File: src/rtl/fb_pkg.sv
// Shared definitions for the frame-buffer read path: FSM states, active-low
// strobe levels and default widths.
package fb_pkg;

    localparam int unsigned DATA_WIDTH_DEF = 32;
    localparam int unsigned ADDR_WIDTH_DEF = 29;
    localparam int unsigned FIFO_DEPTH_DEF = 16;
    localparam int unsigned TIMEOUT_DEF    = 64;

    // Memory read enable is active-low.
    localparam logic ASSERT_L   = 1'b0;
    localparam logic DEASSERT_L = 1'b1;

    typedef enum logic [1:0] {
        StIdle,
        StIssue,
        StWait,
        StDrain
    } fb_state_e;

endpackage

File: src/rtl/fb_sync_fifo.sv
// Prefetch FIFO for fb_rd_ctrl: first-word-fall-through, head word reads as
// zero when empty, and a simultaneous push/pop on a full FIFO is accepted.
module fb_sync_fifo
    import fb_pkg::*;
#(
    parameter int unsigned DATA_WIDTH = DATA_WIDTH_DEF,
    parameter int unsigned FIFO_DEPTH = FIFO_DEPTH_DEF,
    localparam int unsigned CntW      = $clog2(FIFO_DEPTH) + 1
) (
    input  logic                  clk,
    input  logic                  reset,
    input  logic                  i_push,
    input  logic [DATA_WIDTH-1:0] i_data,
    input  logic                  i_pop,
    output logic [DATA_WIDTH-1:0] o_data,
    output logic                  o_empty,
    output logic [CntW-1:0]       o_count
);

    localparam logic [CntW-1:0] DepthC = CntW'(FIFO_DEPTH);

    logic [DATA_WIDTH-1:0] r_mem [FIFO_DEPTH];
    logic [CntW-2:0]       r_wr_ptr;
    logic [CntW-2:0]       r_rd_ptr;
    logic [CntW-1:0]       r_count;
    logic                  w_full;
    logic                  w_pop;
    logic                  w_push;

    assign o_empty = (r_count == '0);
    assign w_full  = (r_count == DepthC);
    assign w_pop   = i_pop && !o_empty;
    // Pop frees the slot first, so a push into a full FIFO still lands.
    assign w_push  = i_push && (!w_full || w_pop);
    assign o_count = r_count;
    assign o_data  = o_empty ? '0 : r_mem[r_rd_ptr];

    // Storage array; contents need no reset since o_data is masked when empty.
    always_ff @(posedge clk) begin
        if (w_push) begin
            r_mem[r_wr_ptr] <= i_data;
        end
    end

    // Pointers and occupancy; power-of-two depth lets pointers wrap freely.
    always_ff @(posedge clk) begin
        if (reset) begin
            r_wr_ptr <= '0;
            r_rd_ptr <= '0;
            r_count  <= '0;
        end else begin
            if (w_push) begin
                r_wr_ptr <= r_wr_ptr + 1'b1;
            end
            if (w_pop) begin
                r_rd_ptr <= r_rd_ptr + 1'b1;
            end
            if (w_push && !w_pop) begin
                r_count <= r_count + 1'b1;
            end else if (w_pop && !w_push) begin
                r_count <= r_count - 1'b1;
            end
        end
    end

endmodule

File: src/rtl/fb_rd_ctrl.sv
// Frame-buffer read controller: fetches frame_len words starting at base_addr,
// one outstanding read at a time, into a prefetch FIFO feeding a pixel stream.
// Optional read-response watchdog: define FB_RD_TIMEOUT_EN.
module fb_rd_ctrl
    import fb_pkg::*;
#(
    parameter int unsigned DATA_WIDTH = DATA_WIDTH_DEF,
    parameter int unsigned ADDR_WIDTH = ADDR_WIDTH_DEF,
    parameter int unsigned FIFO_DEPTH = FIFO_DEPTH_DEF,
    parameter int unsigned TIMEOUT    = TIMEOUT_DEF
) (
    input  logic                  clk,
    input  logic                  reset,
    input  logic                  frame_start,
    input  logic [ADDR_WIDTH-1:0] base_addr,
    input  logic [ADDR_WIDTH-1:0] frame_len,
    output logic [ADDR_WIDTH-1:0] rd_addr,
    output logic                  rd_en,
    input  logic [DATA_WIDTH-1:0] rd_data,
    input  logic                  rd_data_valid,
    output logic [DATA_WIDTH-1:0] pix_data,
    output logic                  pix_valid,
    input  logic                  pix_ready,
    output logic                  busy,
    output logic                  frame_done,
`ifdef FB_RD_TIMEOUT_EN
    output logic                  rd_timeout,
`endif
    output logic                  underflow
);

    localparam int unsigned CntW   = $clog2(FIFO_DEPTH) + 1;
    localparam logic [CntW-1:0] DepthC = CntW'(FIFO_DEPTH);

    if (FIFO_DEPTH < 4 || (FIFO_DEPTH & (FIFO_DEPTH - 1)) != 0 || TIMEOUT == 0) begin : g_bad_param
        $error("fb_rd_ctrl: FIFO_DEPTH must be a power of 2 >= 4 and TIMEOUT nonzero");
    end

    fb_state_e             r_state, w_state_nxt;
    logic [ADDR_WIDTH-1:0] r_addr, w_addr_nxt;
    logic [ADDR_WIDTH-1:0] r_remain, w_remain_nxt;
    logic                  r_rd_en, w_rd_en_nxt;
    logic                  r_outstanding, w_outstanding_nxt;
    logic                  r_underflow;
    logic                  w_push;
    logic                  w_pop;
    logic                  w_empty;
    logic [CntW-1:0]       w_count;
    logic [CntW-1:0]       w_free;

`ifdef FB_RD_TIMEOUT_EN
    localparam int unsigned WaitW = $clog2(TIMEOUT + 1);
    localparam logic [WaitW-1:0] WaitLast = WaitW'(TIMEOUT - 1);
    logic [WaitW-1:0] r_wait_cnt;
    logic             r_timeout;
    logic             w_timeout_hit;

    assign w_timeout_hit = (r_state == StWait) && !rd_data_valid && (r_wait_cnt == WaitLast);
    assign rd_timeout    = r_timeout;
`endif

    assign busy      = (r_state != StIdle);
    assign pix_valid = !w_empty;
    assign w_pop     = pix_ready && !w_empty;
    assign rd_en     = r_rd_en;
    assign rd_addr   = r_addr;
    assign underflow = r_underflow;
    // Reads in flight count against capacity so a response always has a slot.
    assign w_free    = DepthC - w_count - CntW'(r_outstanding);
    // The last word leaves only in DRAIN: nothing is pushed after entering it.
    assign frame_done = (r_state == StDrain) && w_pop && (w_count == CntW'(1));

    fb_sync_fifo #(
        .DATA_WIDTH(DATA_WIDTH),
        .FIFO_DEPTH(FIFO_DEPTH)
    ) u_fifo (
        .clk    (clk),
        .reset  (reset),
        .i_push (w_push),
        .i_data (rd_data),
        .i_pop  (w_pop),
        .o_data (pix_data),
        .o_empty(w_empty),
        .o_count(w_count)
    );

    // Next-state logic: issue one read, wait for its response, repeat, then drain.
    always_comb begin
        w_state_nxt       = r_state;
        w_addr_nxt        = r_addr;
        w_remain_nxt      = r_remain;
        w_rd_en_nxt       = r_rd_en;
        w_outstanding_nxt = r_outstanding;
        w_push            = 1'b0;
        unique case (r_state)
            StIdle: begin
                if (frame_start && (frame_len != '0)) begin
                    w_addr_nxt   = base_addr;
                    w_remain_nxt = frame_len;
                    w_state_nxt  = StIssue;
                end
            end
            StIssue: begin
                if (w_free != '0) begin
                    w_rd_en_nxt       = ASSERT_L;
                    w_outstanding_nxt = 1'b1;
                    w_state_nxt       = StWait;
                end
            end
            StWait: begin
                if (rd_data_valid) begin
                    w_push            = 1'b1;
                    w_addr_nxt        = r_addr + ADDR_WIDTH'(1);
                    w_remain_nxt      = r_remain - ADDR_WIDTH'(1);
                    w_rd_en_nxt       = DEASSERT_L;
                    w_outstanding_nxt = 1'b0;
                    w_state_nxt       = (r_remain == ADDR_WIDTH'(1)) ? StDrain : StIssue;
                end
`ifdef FB_RD_TIMEOUT_EN
                else if (w_timeout_hit) begin
                    // Release rd_en so the retry at the same address is a fresh read.
                    w_rd_en_nxt       = DEASSERT_L;
                    w_outstanding_nxt = 1'b0;
                    w_state_nxt       = StIssue;
                end
`endif
            end
            StDrain: begin
                if (w_empty || (w_pop && (w_count == CntW'(1)))) begin
                    w_state_nxt = StIdle;
                end
            end
            default: w_state_nxt = StIdle;
        endcase
    end

    // Control state registers with synchronous reset.
    always_ff @(posedge clk) begin
        if (reset) begin
            r_state       <= StIdle;
            r_addr        <= '0;
            r_remain      <= '0;
            r_rd_en       <= DEASSERT_L;
            r_outstanding <= 1'b0;
        end else begin
            r_state       <= w_state_nxt;
            r_addr        <= w_addr_nxt;
            r_remain      <= w_remain_nxt;
            r_rd_en       <= w_rd_en_nxt;
            r_outstanding <= w_outstanding_nxt;
        end
    end

    // Sticky underflow: consumer asked for data mid-frame while nothing was buffered.
    always_ff @(posedge clk) begin
        if (reset) begin
            r_underflow <= 1'b0;
        end else if (pix_ready && w_empty && busy) begin
            r_underflow <= 1'b1;
        end
    end

`ifdef FB_RD_TIMEOUT_EN
    // Watchdog: count cycles spent waiting on the current read; flag is sticky.
    always_ff @(posedge clk) begin
        if (reset) begin
            r_wait_cnt <= '0;
            r_timeout  <= 1'b0;
        end else begin
            r_wait_cnt <= (w_state_nxt == StWait && r_state == StWait) ?
                          r_wait_cnt + 1'b1 : '0;
            if (w_timeout_hit) begin
                r_timeout <= 1'b1;
            end
        end
    end
`endif

endmodule

File: config.mk
export PLATFORM = sky130hd
export DESIGN_NAME = fb_rd_ctrl
export DESIGN_NICKNAME = d
export VERILOG_FILES = /design/src/rtl/fb_pkg.sv /design/src/rtl/fb_sync_fifo.sv /design/src/rtl/fb_rd_ctrl.sv
export SDC_FILE = /design/constraint.sdc
export NUM_CORES = 1
export LEC_CHECK = 0
export BUFFER_PORTS_ARGS = -buffer_cell sky130_fd_sc_hd__buf_2
export CELL_PAD_IN_SITES_DETAIL_PLACEMENT = 1
export CELL_PAD_IN_SITES_GLOBAL_PLACEMENT = 2
export CORE_UTILIZATION = 30
export DETAILED_ROUTE_END_ITERATION = 10
export MAX_ROUTING_LAYER = met4
export PLACE_DENSITY_LB_ADDON = 0.1
export SYNTH_ARGS = -nofsm -noshare
export SYNTH_HDL_FRONTEND = slang
export SYNTH_SLANG_ARGS = --single-unit
File: constraint.sdc
create_clock -name clk -period 3.8 [get_ports clk]
set_input_delay 0.38 -clock clk [delete_from_list [all_inputs] [get_ports clk]]
set_output_delay 0.38 -clock clk [all_outputs]
set_load 0.005 [all_outputs]
==> results_tabular.tex, run 1 <==
\begin{tabular}{lr}
\hline
Metric & Value \\
\hline
\multicolumn{2}{l}{\textbf{Status}} \\
\quad Outcome & completed \\
\multicolumn{2}{l}{\textbf{Min path}} \\
\quad Worst hold path depth & 3 \\
\quad Class of the tightest hold or removal check & in2reg \\
\quad Worst hold start & base\_addr[1] \\
\quad End of the worst hold path & rd\_addr[1] \\
\multicolumn{2}{l}{\textbf{Synth}} \\
\quad Yosys warns & 0 \\
\quad Avg Synthesized Cell Area & 16.87 um2 \\
\quad Predominant post-synthesis flop cell & edfxtp\_1 \\
\quad Unique cell type count in the Yosys netlist & 61 \\
\quad Post-Syn Nets & 1579 \\
\quad Sequential fraction of the synthesis area & 0.6880 \\
\quad Total of flip-flops plus latches after synthesis & 592 \\
\quad Fraction of registers with async set or reset after synthesis & 0 \\
\quad Instance count of the mapped netlist & 1463 \\
\quad Number of flops mapped to enable cells by yosys & about 500 \\
\quad Summed instance area of the synthesized netlist & 24680 um2 \\
\multicolumn{2}{l}{\textbf{Timing}} \\
\quad Endpoints failing setup & 0 \\
\quad Achievable clock frequency & 297.4 MHz \\
\quad Setup TNS & 0 ns \\
\quad Tightest Pin Transition & 1.014 ns \\
\quad Final worst path period share & 0.8850 \\
\quad Count of pins over their slew limit & 0 \\
\quad Setup Skew & 0.02945 ns \\
\quad Worst rel slew slack & 0.3181 \\
\quad Post-layout min period & 3.363 ns \\
\quad Hold Violations, Final & 0 \\
\quad Unrepaired setup endpoints after global routing & no \\
\multicolumn{2}{l}{\textbf{Die}} \\
\quad Width of the chip & 288.8 um \\
\quad Floorplan die area & 83410 um2 \\
\quad Core Region & 80940 um2 \\
\quad I/O Pins & between 150 and 200 \\
\quad Die boundary height & 288.8 um \\
\quad Effective utilization at floorplan & 0.3049 \\
\quad Count of standard-cell rows & between 100 and 150 \\
\multicolumn{2}{l}{\textbf{Clocking}} \\
\quad Clk pin slew, worst setup/hold paths & 0.06 ns \\
\quad Hold bufs inserted after CTS & 1 \\
\quad Total setup buffers inserted after CTS & 0 \\
\quad H-tree depth & 3 \\
\quad Number of buffers created by CTS & 70 \\
\quad Sinks on the clock net & between 500 and 600 \\
\quad Maximum count of clock buffers along a single path & 3 \\
\quad CTS tree & built \\
\quad Count of cells resized by post-cts repair & 0 \\
\quad Root buffer cell & clkbuf\_16 \\
\quad Worst skew pair latency & 0.61 ns \\
\multicolumn{2}{l}{\textbf{Pwr}} \\
\quad Proportion of total power due to net switching & 0.2769 \\
\quad Overall power of the completed layout & 17.92 mW \\
\quad Internal power component & 12.96 mW \\
\quad Part of the total power dissipated in sequential elements & 0.415 \\
\quad Part of the power in the clock network & 0.374 \\
\quad Leakage & 9.494 nW \\
\quad Sw power & 4.963 mW \\
\quad Power density over the cells & between 600 and 700 nW/um2 \\
\quad Combinational group share of total power & 0.211 \\
\quad Maximum VDD drop & 0.0004001 V \\
\multicolumn{2}{l}{\textbf{Critical path}} \\
\quad Worst-case register-to-register setup slack & about 1.1 ns \\
\quad Type of element launching the critical path & flop \\
\quad Cells along the critical path & buf\_4, mux4\_2, mux4\_2, and2\_1, buf\_2 \\
\quad Start-to-end type of the worst setup path & reg2out \\
\quad Sort of element at the end of the critical path & primary output \\
\quad Critical Path Slowest Stage Cell & dfxtp\_4 \\
\quad Destination of the worst register-to-register timing path & u\_fifo.r\_mem[9][29] \\
\quad Top fanout value on the critical path & 19 \\
\quad WP data arrival & 2.98 ns \\
\quad Required time of the critical path & about 3.4 ns \\
\quad Worst-case reg-to-reg path depth & 7 \\
\quad RR Startpoint & u\_fifo.o\_count[2] \\
\quad Biggest cell delay along the critical path & approximately 0.62 ns \\
\quad Critical Path Most Common Cell & mux4\_2 \\
\multicolumn{2}{l}{\textbf{Routing}} \\
\quad Number of remaining DRC errors & 0 \\
\quad Detail-routed net length per standard cell & $\sim$26 um \\
\quad Iter 0 DRT Violations & 940 \\
\quad Number of vias per cell after detailed routing & 5.175 \\
\quad Antenna viol nets, final & 0 \\
\quad First-pass DRT Iterations & 4 \\
\quad Routed via count & 14355 \\
\quad Routed wire length & around 71000 um \\
\multicolumn{2}{l}{\textbf{Global route}} \\
\quad Gr usage total & 0.1771 \\
\quad Final global-route overflow total & 0 \\
\quad Vias in the first global route & 15608 \\
\quad Global-route wire length before repair & 105000 um \\
\quad Initial antenna violation count & 5 \\
\quad Maximum number of pins on one net before global-route repair & 66 \\
\multicolumn{2}{l}{\textbf{Flow run}} \\
\quad MaxCap Viol Count & 0 \\
\multicolumn{2}{l}{\textbf{Placement}} \\
\quad GPL Wtd Cong & 0.7402 \\
\quad Placed Area & 27170 um2 \\
\quad Dpl hpwl & 40490 um \\
\quad Count of input and output buffers & 160 \\
\multicolumn{2}{l}{\textbf{Finish}} \\
\quad Share of the core filled with cells & 0.3642 \\
\quad \# nets final & 1770 \\
\quad Fraction of final layout cells sized beyond drive strength 1 & 0.3029 \\
\quad Commonest non-fill, non-tap cell in the layout & edfxtp\_1 \\
\quad Final std cell area, no fill & 29480 um2 \\
\quad Most used cells in the layout excluding fill and tap cells & edfxtp\_1, mux4\_2, buf\_2 \\
\quad Filler cell count in the final layout & 8125 \\
\quad Syn-to-layout area delta & 19.47\% \\
\hline
\end{tabular}
-- state kept, by name (all words and copies together) (netlist names), named ones only --
name             flops
u_fifo.o_count       5
u_fifo.r_mem       512
r_remain            29
rd_en                1
u_fifo.r_rd_ptr      4
rd_addr             29
r_state              2
underflow            1
r_outstanding        1
u_fifo.r_wr_ptr      4
-- power by group through the flow --
stage	combinational, mW	clock, mW	sequential, mW
floorplan	2.56	0	7.44
global placement	3.90	0	7.57
detailed placement	3.93	0	7.58
CTS	3.94	6.92	7.44
global route	4.19	7.12	7.47
finish	3.79	6.70	7.44
-- worst max-delay path, delay by kind of cell (launching register included) --
family | cells | cell delay (ns)
mux | 2 | 1.01
flops | 1 | 0.62
buf+inv | 2 | 0.53
simple gates | 1 | 0.22
-- final cells by class --
class	instances	area (um2)	area share
Timing Repair Buffer	221	1399	0.04745
Clock inverter	43	440.4	0.01494
Tap cell	1060	1326	0.04499
Antenna cell	4	10.01	0.0003395
Sequential cell	592	16990	0.5763
Clock buffer	85	1851	0.06277
Inverter	18	67.56	0.002292
Multi-Input combinational cell	751	7397	0.2509
-- routing by layer --
layer | vias to the layer above | GRT usage | part of all wire | wire length [um]
li1 | 6415 | - | - | -
met1 | 7516 | 0.2301 | 0.45 | 32010
met2 | 312 | 0.2879 | 0.49 | 34760
met3 | 112 | 0.02567 | 0.036 | 2549
met4 | 0 | 0.05118 | 0.023 | 1624
met5 | - | - | 0 | 0
-- through the flow --
stage               std cells  setup WS [ns]  hold slack, ns
detailed placement       2641         0.9464          0.4612
CTS                      2770         0.2978         0.02713
global placement         2641         0.9821          0.4522
floorplan                1463         0.4621          0.4333
finish                   2774         0.4370         0.07643
global route             2774         0.2613         0.07434
-- how the worst max path moves through the flow --
stage                      startpoint            endpoint  slack (ns)  depth (start not counted)
floorplan           u_fifo.o_count[2]  u_fifo.r_mem[7][0]        0.46                          5
CTS                              flop         pix_data[6]        0.30                          5
detailed placement               flop         pix_data[6]        0.95                          5
global placement                 flop        pix_data[20]        0.98                          5
finish                           flop        pix_data[18]        0.44                          5
global route                     flop        pix_data[18]        0.26                          5
-- cells by family (layout without fill, tap and decap cells) --
kind of cell,Yosys count,after routing,share of synthesized area
mux,163,163,0.1472
simple gates,330,330,0.06916
flops,592,592,0.6880
buf+inv,120,367,0.01866
compound gates,225,225,0.06206
other cells,0,4,0
xor+xnor,12,12,0.004259
fa+ha+maj,21,21,0.01065
-- cell usage after synthesis, types with 17 or more instances --
master | number | area [um2]
edfxtp_1 | 512 | 15370
mux4_2 | 160 | 3603
dfxtp_1 | 80 | 1602
nand2_1 | 76 | 285.3
a21oi_1 | 74 | 370.4
clkbuf_1 | 72 | 270.3
nor2_1 | 65 | 244.0
and2_1 | 39 | 244.0
nand3_1 | 27 | 135.1
o32ai_1 | 27 | 236.5
nor4_1 | 23 | 143.9
buf_1 | 22 | 82.58
nand4_1 | 22 | 137.6
nor3_1 | 22 | 110.1
o21ai_0 | 22 | 110.1
ha_1 | 21 | 262.8
a31oi_1 | 18 | 112.6
inv_1 | 17 | 63.81
(Power assumes the default switching activity.)
==> run 2, diff against run 1 <==
--- a/config.mk
+++ b/config.mk
@@ -10,7 +10,6 @@
 export CELL_PAD_IN_SITES_GLOBAL_PLACEMENT = 2
 export CORE_UTILIZATION = 30
 export DETAILED_ROUTE_END_ITERATION = 10
-export MAX_ROUTING_LAYER = met4
 export PLACE_DENSITY_LB_ADDON = 0.1
 export SYNTH_ARGS = -nofsm -noshare
 export SYNTH_HDL_FRONTEND = slang
==> run 2 against run 1 <==
Effect of this change: count of clock-buffer cells in the layout unchanged; hold slack gained 0.0049 ns; global-route usage shrank 0.53 points; worst setup slack improved by 0.013 ns; sequential cell count unchanged; non-clock buffer count unchanged; clock skew is essentially flat; cell count down 0.14%; critical endpoint unchanged.
==> results_tabular.tex, run 2 (synthesized netlist as in run 1, its figures left out) <==
\begin{tabular}{lr}
\hline
Metric & Value \\
\hline
\multicolumn{2}{l}{\textbf{Status}} \\
\quad Outcome & completed \\
\multicolumn{2}{l}{\textbf{Pwr}} \\
\quad Leakage & 9.494 nW (about the same) \\
\quad Maximum VDD drop & 0.0004037 V (+0.90\%) \\
\quad Power density over the cells & 607.9 nW/um2 (about the same) \\
\quad Overall power of the completed layout & 17.91 mW (about the same) \\
\multicolumn{2}{l}{\textbf{Placement}} \\
\quad Dpl hpwl & 40490 um (unchanged) \\
\quad GPL Wtd Cong & 0.7314 (-1.2\%) \\
\quad Count of input and output buffers & 160 (unchanged) \\
\multicolumn{2}{l}{\textbf{Critical path}} \\
\quad WP data arrival & 2.97 ns (about the same) \\
\quad Buffers \& Inverters on Critical Path & 2 (unchanged) \\
\quad Start-to-end type of the worst setup path & reg2out \\
\quad Cells along the critical path & buf\_4, mux4\_2, mux4\_2, and2\_1, buf\_2 \\
\quad Sort of element at the end of the critical path & primary output \\
\quad Category of cells accounting for the largest share of critical-path delay & multiplexers \\
\quad Biggest cell delay along the critical path & 0.62 ns (about the same) \\
\quad Critical Path Most Common Cell & mux4\_2 \\
\quad Top fanout value on the critical path & 19 (unchanged) \\
\quad Required time of the critical path & 3.42 ns (about the same) \\
\quad Type of element launching the critical path & flop \\
\quad Critical Path Slowest Stage Cell & dfxtp\_4 \\
\multicolumn{2}{l}{\textbf{Clocking}} \\
\quad Maximum count of clock buffers along a single path & 3 (unchanged) \\
\quad Root buffer cell & clkbuf\_16 \\
\quad Worst skew pair latency & 0.61 ns (about the same) \\
\quad H-tree depth & 3 (unchanged) \\
\quad CTS tree & built \\
\quad Number of buffers created by CTS & 70 (unchanged) \\
\quad Total setup buffers inserted after CTS & 0 (unchanged) \\
\quad Sinks on the clock net & 592 (unchanged) \\
\quad Clk pin slew, worst setup/hold paths & 0.05 ns (about the same) \\
\multicolumn{2}{l}{\textbf{Timing}} \\
\quad Setup TNS & 0 ns (unchanged) \\
\quad Count of pins over their slew limit & 0 (unchanged) \\
\quad Unrepaired setup endpoints after global routing & no \\
\quad Final worst path period share & 0.8815 (-0.003525) \\
\quad Endpoints failing setup & 0 (unchanged) \\
\quad Setup Skew & 0.02962 ns (+0.0001759 ns) \\
\quad Tightest Pin Transition & 1.006 ns (-0.008065 ns) \\
\quad Achievable clock frequency & 298.5 MHz (+0.40\%) \\
\quad Hold Violations, Final & 0 (unchanged) \\
\quad Post-layout min period & 3.350 ns (-0.01340 ns) \\
\quad Worst rel slew slack & 0.3235 (+0.005421) \\
\multicolumn{2}{l}{\textbf{Routing}} \\
\quad Number of remaining DRC errors & 0 (unchanged) \\
\quad Routed via count & 14427 (+0.50\%) \\
\quad First-pass DRT Iterations & 5 (+1) \\
\quad Routed wire length & 71050 um (+0.15\%) \\
\quad Number of vias per cell after detailed routing & 5.208 (+0.65\%) \\
\quad Antenna viol nets, final & 0 (unchanged) \\
\quad Iter 0 DRT Violations & 826 (-12\%) \\
\quad Detail-routed net length per standard cell & 25.65 um (+0.30\%) \\
\multicolumn{2}{l}{\textbf{Global route}} \\
\quad Initial antenna violation count & 5 (unchanged) \\
\quad Gr usage total & 0.1718 (-0.005319) \\
\quad Vias in the first global route & 15633 (+0.16\%) \\
\quad Maximum number of pins on one net before global-route repair & 66 (unchanged) \\
\quad Final global-route overflow total & 0 (unchanged) \\
\quad Global-route wire length before repair & 105100 um (about the same) \\
\multicolumn{2}{l}{\textbf{Finish}} \\
\quad ANT cells & 0 (-4) \\
\quad Most used cells in the layout excluding fill and tap cells & edfxtp\_1, mux4\_2, buf\_2 \\
\quad Filler cell count in the final layout & 8123 (-0.025\%) \\
\quad Fraction of final layout cells sized beyond drive strength 1 & 0.3029 (unchanged) \\
\quad Largest register by flop count & u\_fifo.r\_mem \\
\quad Commonest non-fill, non-tap cell in the layout & edfxtp\_1 \\
\quad Max reg flops & 512 (unchanged) \\
\quad Syn-to-layout area delta & 19.42\% (about the same) \\
\quad \# nets final & 1770 (unchanged) \\
\multicolumn{2}{l}{\textbf{Die}} \\
\quad Die boundary height & 288.8 um (unchanged) \\
\quad Count of standard-cell rows & 104 (unchanged) \\
\quad Floorplan die area & 83410 um2 (unchanged) \\
\quad Core Region & 80940 um2 (unchanged) \\
\quad I/O Pins & 161 (unchanged) \\
\quad Effective utilization at floorplan & 0.3049 (unchanged) \\
\quad Width of the chip & 288.8 um (unchanged) \\
\multicolumn{2}{l}{\textbf{Min path}} \\
\quad Class of the tightest hold or removal check & in2reg \\
\multicolumn{2}{l}{\textbf{Flow run}} \\
\quad MaxCap Viol Count & 0 (unchanged) \\
\hline
\end{tabular}
run 2: changes by cell type in the layout (fill, tap and decap cells not counted):
cell and change:
diode_2 -4
run 2: cell type report:
class,count,area (um2),share of cell area
multi-input cells,751,7397,0.2510
repair buffers,221,1399,0.04747
inverters,18,67.56,0.002293
well taps,1060,1326,0.04500
flip-flops and latches,592,16990,0.5765
clock buffers,85,1851,0.06279
clock inverters,43,440.4,0.01495
run 2: final timing paths:
| check | start | to | slack (ns) | cells after the start |
|---|---|---|---|---|
| worst max-delay path | flop | pix_data[18] | 0.45 | 5 |
| worst max register to register | u_fifo.o_count[2] | u_fifo.r_mem[9][29] | 1.15 | 7 |
| worst min register to register | r_remain[27] | r_remain[27] | 0.47 | 2 |
| worst min-delay path | base_addr[1] | rd_addr[1] | 0.08 | 3 |
run 2: worst reg2reg max path, delay by kind of cell, from the launching register on:
kind                       cells  cell delay [ns]
and+or+nand+nor                2             0.71
buffers and inverters          3             0.66
DFF                            1             0.44
adders and majority gates      1             0.29
AOI/OAI and AO/OA              1             0.22
run 2: per-layer routing:
layer / share of wire / routed length, um / GRT usage
met4: 0.024 / 1704 / 0.05118
met1: 0.45 / 32150 / 0.2309
met2: 0.49 / 34560 / 0.2871
met3: 0.036 / 2590 / 0.02559
met5: 0.00065 / 46 / 0
run 2: through the flow:
stage	utilization	instances	area [um2]	hold slack [ns]	setup WS, ns
final	0.3641	2770	29470	0.08133	0.4504
after CTS	0.3641	2770	29470	0.02713	0.2978
after detailed placement	0.3357	2641	27170	0.4612	0.9464
after floorplan	-	1463	24700	0.4333	0.4621
after global routing	0.3641	2770	29470	0.07397	0.2595
after global placement	0.3357	2641	27170	0.4522	0.9821
run 2: where the power goes:
group | internal, mW | switching, mW | total (mW)
logic | 1.84 | 1.95 | 3.79
registers | 7.20 | 0.239 | 7.43
clock network | 3.92 | 2.76 | 6.69
total | 13.0 | 4.96 | 17.9
run 2: repair_timing:
action                     CTS  global route
setup endpoints to repair    0             0
hold endpoints to repair     1             0
gates resized for setup      0             0
hold buffers                 1             0
==> run 3, diff against run 2 <==
--- a/config.mk
+++ b/config.mk
@@ -5,7 +5,7 @@
 export SDC_FILE = /design/constraint.sdc
 export NUM_CORES = 1
 export LEC_CHECK = 0
-export BUFFER_PORTS_ARGS = -buffer_cell sky130_fd_sc_hd__buf_2
+export BUFFER_PORTS_ARGS = -buffer_cell sky130_fd_sc_hd__buf_4
 export CELL_PAD_IN_SITES_DETAIL_PLACEMENT = 1
 export CELL_PAD_IN_SITES_GLOBAL_PLACEMENT = 2
 export CORE_UTILIZATION = 30
@@ -14,3 +14,4 @@
 export SYNTH_ARGS = -nofsm -noshare
 export SYNTH_HDL_FRONTEND = slang
 export SYNTH_SLANG_ARGS = --single-unit
+export TNS_END_PERCENT = 30
==> run 3 against run 2 <==
Effect of this change: clock power is 8.2% lower; cell area is 0.43% higher; hold slack worse by 0.023 ns; largest cell class unchanged; largest power group unchanged; highest routed layer unchanged.
==> results_tabular.tex, run 3 (synthesized netlist as in run 1, its figures left out) <==
\begin{tabular}{lr}
\hline
Metric & Value \\
\hline
\multicolumn{2}{l}{\textbf{Timing}} \\
\quad Setup Skew & 0.02549 ns (-0.004129 ns) \\
\quad Hold Violations, Final & 0 (unchanged) \\
\quad Count of pins over their slew limit & 0 (unchanged) \\
\quad Final worst path period share & 0.8610 (-0.02043) \\
\quad Unrepaired setup endpoints after global routing & no \\
\quad Worst hold-check slack & 0.05807 ns (-0.02326 ns) \\
\quad Endpoints failing setup & 0 (unchanged) \\
\quad Post-layout min period & 3.272 ns (-0.07763 ns) \\
\quad Tightest Pin Transition & 0.9368 ns (-0.06949 ns) \\
\quad Achievable clock frequency & 305.6 MHz (+2.4\%) \\
\quad Worst rel slew slack & 0.3702 (+0.04671) \\
\multicolumn{2}{l}{\textbf{Critical path}} \\
\quad Required time of the critical path & 3.42 ns (about the same) \\
\quad Category of cells accounting for the largest share of critical-path delay & multiplexers \\
\quad Biggest cell delay along the critical path & 0.71 ns (+0.09 ns) \\
\quad RR Startpoint & r\_remain[0] \\
\quad Cells along the critical path & buf\_4, mux4\_2, mux4\_2, and2\_1, buf\_4 \\
\quad Buffers \& Inverters on Critical Path & 2 (unchanged) \\
\quad Sort of element at the end of the critical path & primary output \\
\quad Start-to-end type of the worst setup path & reg2out \\
\quad Destination of the worst register-to-register timing path & r\_remain[26] \\
\quad Worst-case register-to-register setup slack & 1.19 ns (+0.04 ns) \\
\quad WP data arrival & 2.89 ns (-0.08 ns) \\
\quad Type of element launching the critical path & flop \\
\quad Worst-case reg-to-reg path depth & 7 (unchanged) \\
\quad Critical Path Slowest Stage Cell & dfxtp\_4 \\
\quad Top fanout value on the critical path & 31 (+12) \\
\multicolumn{2}{l}{\textbf{Clocking}} \\
\quad Root buffer cell & clkbuf\_16 \\
\quad H-tree depth & 3 (unchanged) \\
\quad Maximum count of clock buffers along a single path & 3 (unchanged) \\
\quad Worst skew pair latency & 0.62 ns (about the same) \\
\quad Total setup buffers inserted after CTS & 0 (unchanged) \\
\quad Count of cells resized by post-cts repair & 0 (unchanged) \\
\quad Clk pin slew, worst setup/hold paths & 0.06 ns (about the same) \\
\quad Number of buffers created by CTS & 69 (-1.4\%) \\
\quad Sinks on the clock net & 592 (unchanged) \\
\quad CTS tree & built \\
\quad Hold bufs inserted after CTS & 0 (-1) \\
\multicolumn{2}{l}{\textbf{Finish}} \\
\quad Syn-to-layout area delta & 19.94\% \\
\quad ANT cells & 0 (unchanged) \\
\quad Largest register by flop count & u\_fifo.r\_mem \\
\quad \# nets final & 1774 (+0.23\%) \\
\quad Fraction of final layout cells sized beyond drive strength 1 & 0.2984 (-0.004565) \\
\quad Filler cell count in the final layout & 8095 (-0.34\%) \\
\quad Max reg flops & 512 (unchanged) \\
\quad Area occupied by multi-input gates & 7385 um2 (-0.17\%) \\
\quad Most used cells in the layout excluding fill and tap cells & edfxtp\_1, buf\_4, mux4\_2 \\
\quad Count of placed standard cells in the final layout, fillers left out & 2766 (-0.14\%) \\
\quad Storage element area & 16990 um2 (unchanged) \\
\quad Commonest non-fill, non-tap cell in the layout & edfxtp\_1 \\
\multicolumn{2}{l}{\textbf{Global route}} \\
\quad Global-route wire length before repair & 106100 um (+0.97\%) \\
\quad Initial antenna violation count & 3 (-2) \\
\quad Final global-route overflow total & 0 (unchanged) \\
\quad Vias in the first global route & 15521 (-0.72\%) \\
\quad Maximum number of pins on one net before global-route repair & 58 (-12\%) \\
\quad Gr usage total & 0.1744 (+0.002594) \\
\multicolumn{2}{l}{\textbf{Pwr}} \\
\quad Power density over the cells & 596.8 nW/um2 (-1.8\%) \\
\quad Leakage & 9.485 nW (about the same) \\
\quad Maximum VDD drop & 0.0003519 V (-13\%) \\
\multicolumn{2}{l}{\textbf{Die}} \\
\quad Floorplan die area & 83410 um2 (unchanged) \\
\quad Width of the chip & 288.8 um (unchanged) \\
\quad I/O Pins & 161 (unchanged) \\
\quad Count of standard-cell rows & 104 (unchanged) \\
\quad Core Region & 80940 um2 (unchanged) \\
\quad Die boundary height & 288.8 um (unchanged) \\
\quad Effective utilization at floorplan & 0.3049 (unchanged) \\
\multicolumn{2}{l}{\textbf{Flow run}} \\
\quad MaxCap Viol Count & 0 (unchanged) \\
\multicolumn{2}{l}{\textbf{Placement}} \\
\quad Count of input and output buffers & 160 (unchanged) \\
\quad Dpl hpwl & 42500 um (+5.0\%) \\
\quad GPL Wtd Cong & 0.7473 (+2.2\%) \\
\quad Instance count after placement with tap cells included & 2647 (+0.23\%) \\
\multicolumn{2}{l}{\textbf{Routing}} \\
\quad Detail-routed net length per standard cell & 26.23 um (+2.3\%) \\
\quad Iter 0 DRT Violations & 916 (+11\%) \\
\quad Number of remaining DRC errors & 0 (unchanged) \\
\quad First-pass DRT Iterations & 5 (unchanged) \\
\quad Antenna viol nets, final & 0 (unchanged) \\
\quad Routed via count & 14465 (+0.26\%) \\
\quad Number of vias per cell after detailed routing & 5.230 (+0.41\%) \\
\quad Routed wire length & 72560 um (+2.1\%) \\
\multicolumn{2}{l}{\textbf{Status}} \\
\quad Outcome & completed \\
\multicolumn{2}{l}{\textbf{Min path}} \\
\quad End of the worst hold path & u\_fifo.r\_mem[14][26] \\
\quad Worst hold start & rd\_data[26] \\
\quad Worst hold path depth & 1 (-2) \\
\quad Class of the tightest hold or removal check & in2reg \\
\hline
\end{tabular}
run 3: per-stage QoR:
step / worst slack, ns / util / setup TNS [ns] / area, um2 / power [mW]
4_1_cts: 0.4286 / 0.3657 / 0 / 29600 / 18.05
6_report: 0.5281 / 0.3657 / 0 / 29600 / 17.66
3_5_place_dp: 1.088 / 0.3404 / 0 / 27550 / 11.82
3_3_place_gp: 1.052 / 0.3404 / 0 / 27550 / 11.80
5_1_grt: 0.3998 / 0.3657 / 0 / 29600 / 18.53
2_1_floorplan: -0.3442 / - / -22.03 / 24690 / 10.00
run 3: how the worst max path moves through the flow:
stage                                  from                  to  slack (ns)  cells past startpoint
final                                  flop        pix_data[28]        0.53                      5
after global routing                   flop        pix_data[28]        0.40                      5
after CTS                              flop        pix_data[28]        0.43                      5
after detailed placement               flop        pix_data[28]        1.09                      5
after global placement        frame_len[23]        r_remain[28]        1.05                      7
after floorplan           u_fifo.o_count[2]  u_fifo.r_mem[1][0]       -0.34                      5
run 3: layer usage:
metal | up-vias | track usage | part of all wire
li1 | 6376 | - | -
met1 | 7660 | 0.2288 | 0.44
met2 | 320 | 0.2969 | 0.50
met3 | 103 | 0.02741 | 0.042
met4 | 6 | 0.05197 | 0.021
met5 | - | 0 | 0.00058
run 3: final cells by class:
cell class	count	share of cell area
multi-input combinational	751	0.2495
sequential	592	0.5740
tap	1060	0.04481
clock inverter	29	0.008075
clock buffer	90	0.06100
inverter	18	0.002283
timing repair buffer	226	0.06029
run 3: worst register-to-register path: cells and delay by family (launching register included):
kind | cells | cell delay (ns)
simple gates | 3 | 1.51
flops | 1 | 0.35
compound gates | 2 | 0.27
fa+ha+maj | 1 | 0.21
buf+inv | 1 | 0.13
run 3: power by group:
part	leakage (nW)	internal [mW]	switching, mW
sequential	5.26	7.20	0.226
combinational	3.25	2.03	2.08
clock	0.979	3.44	2.70
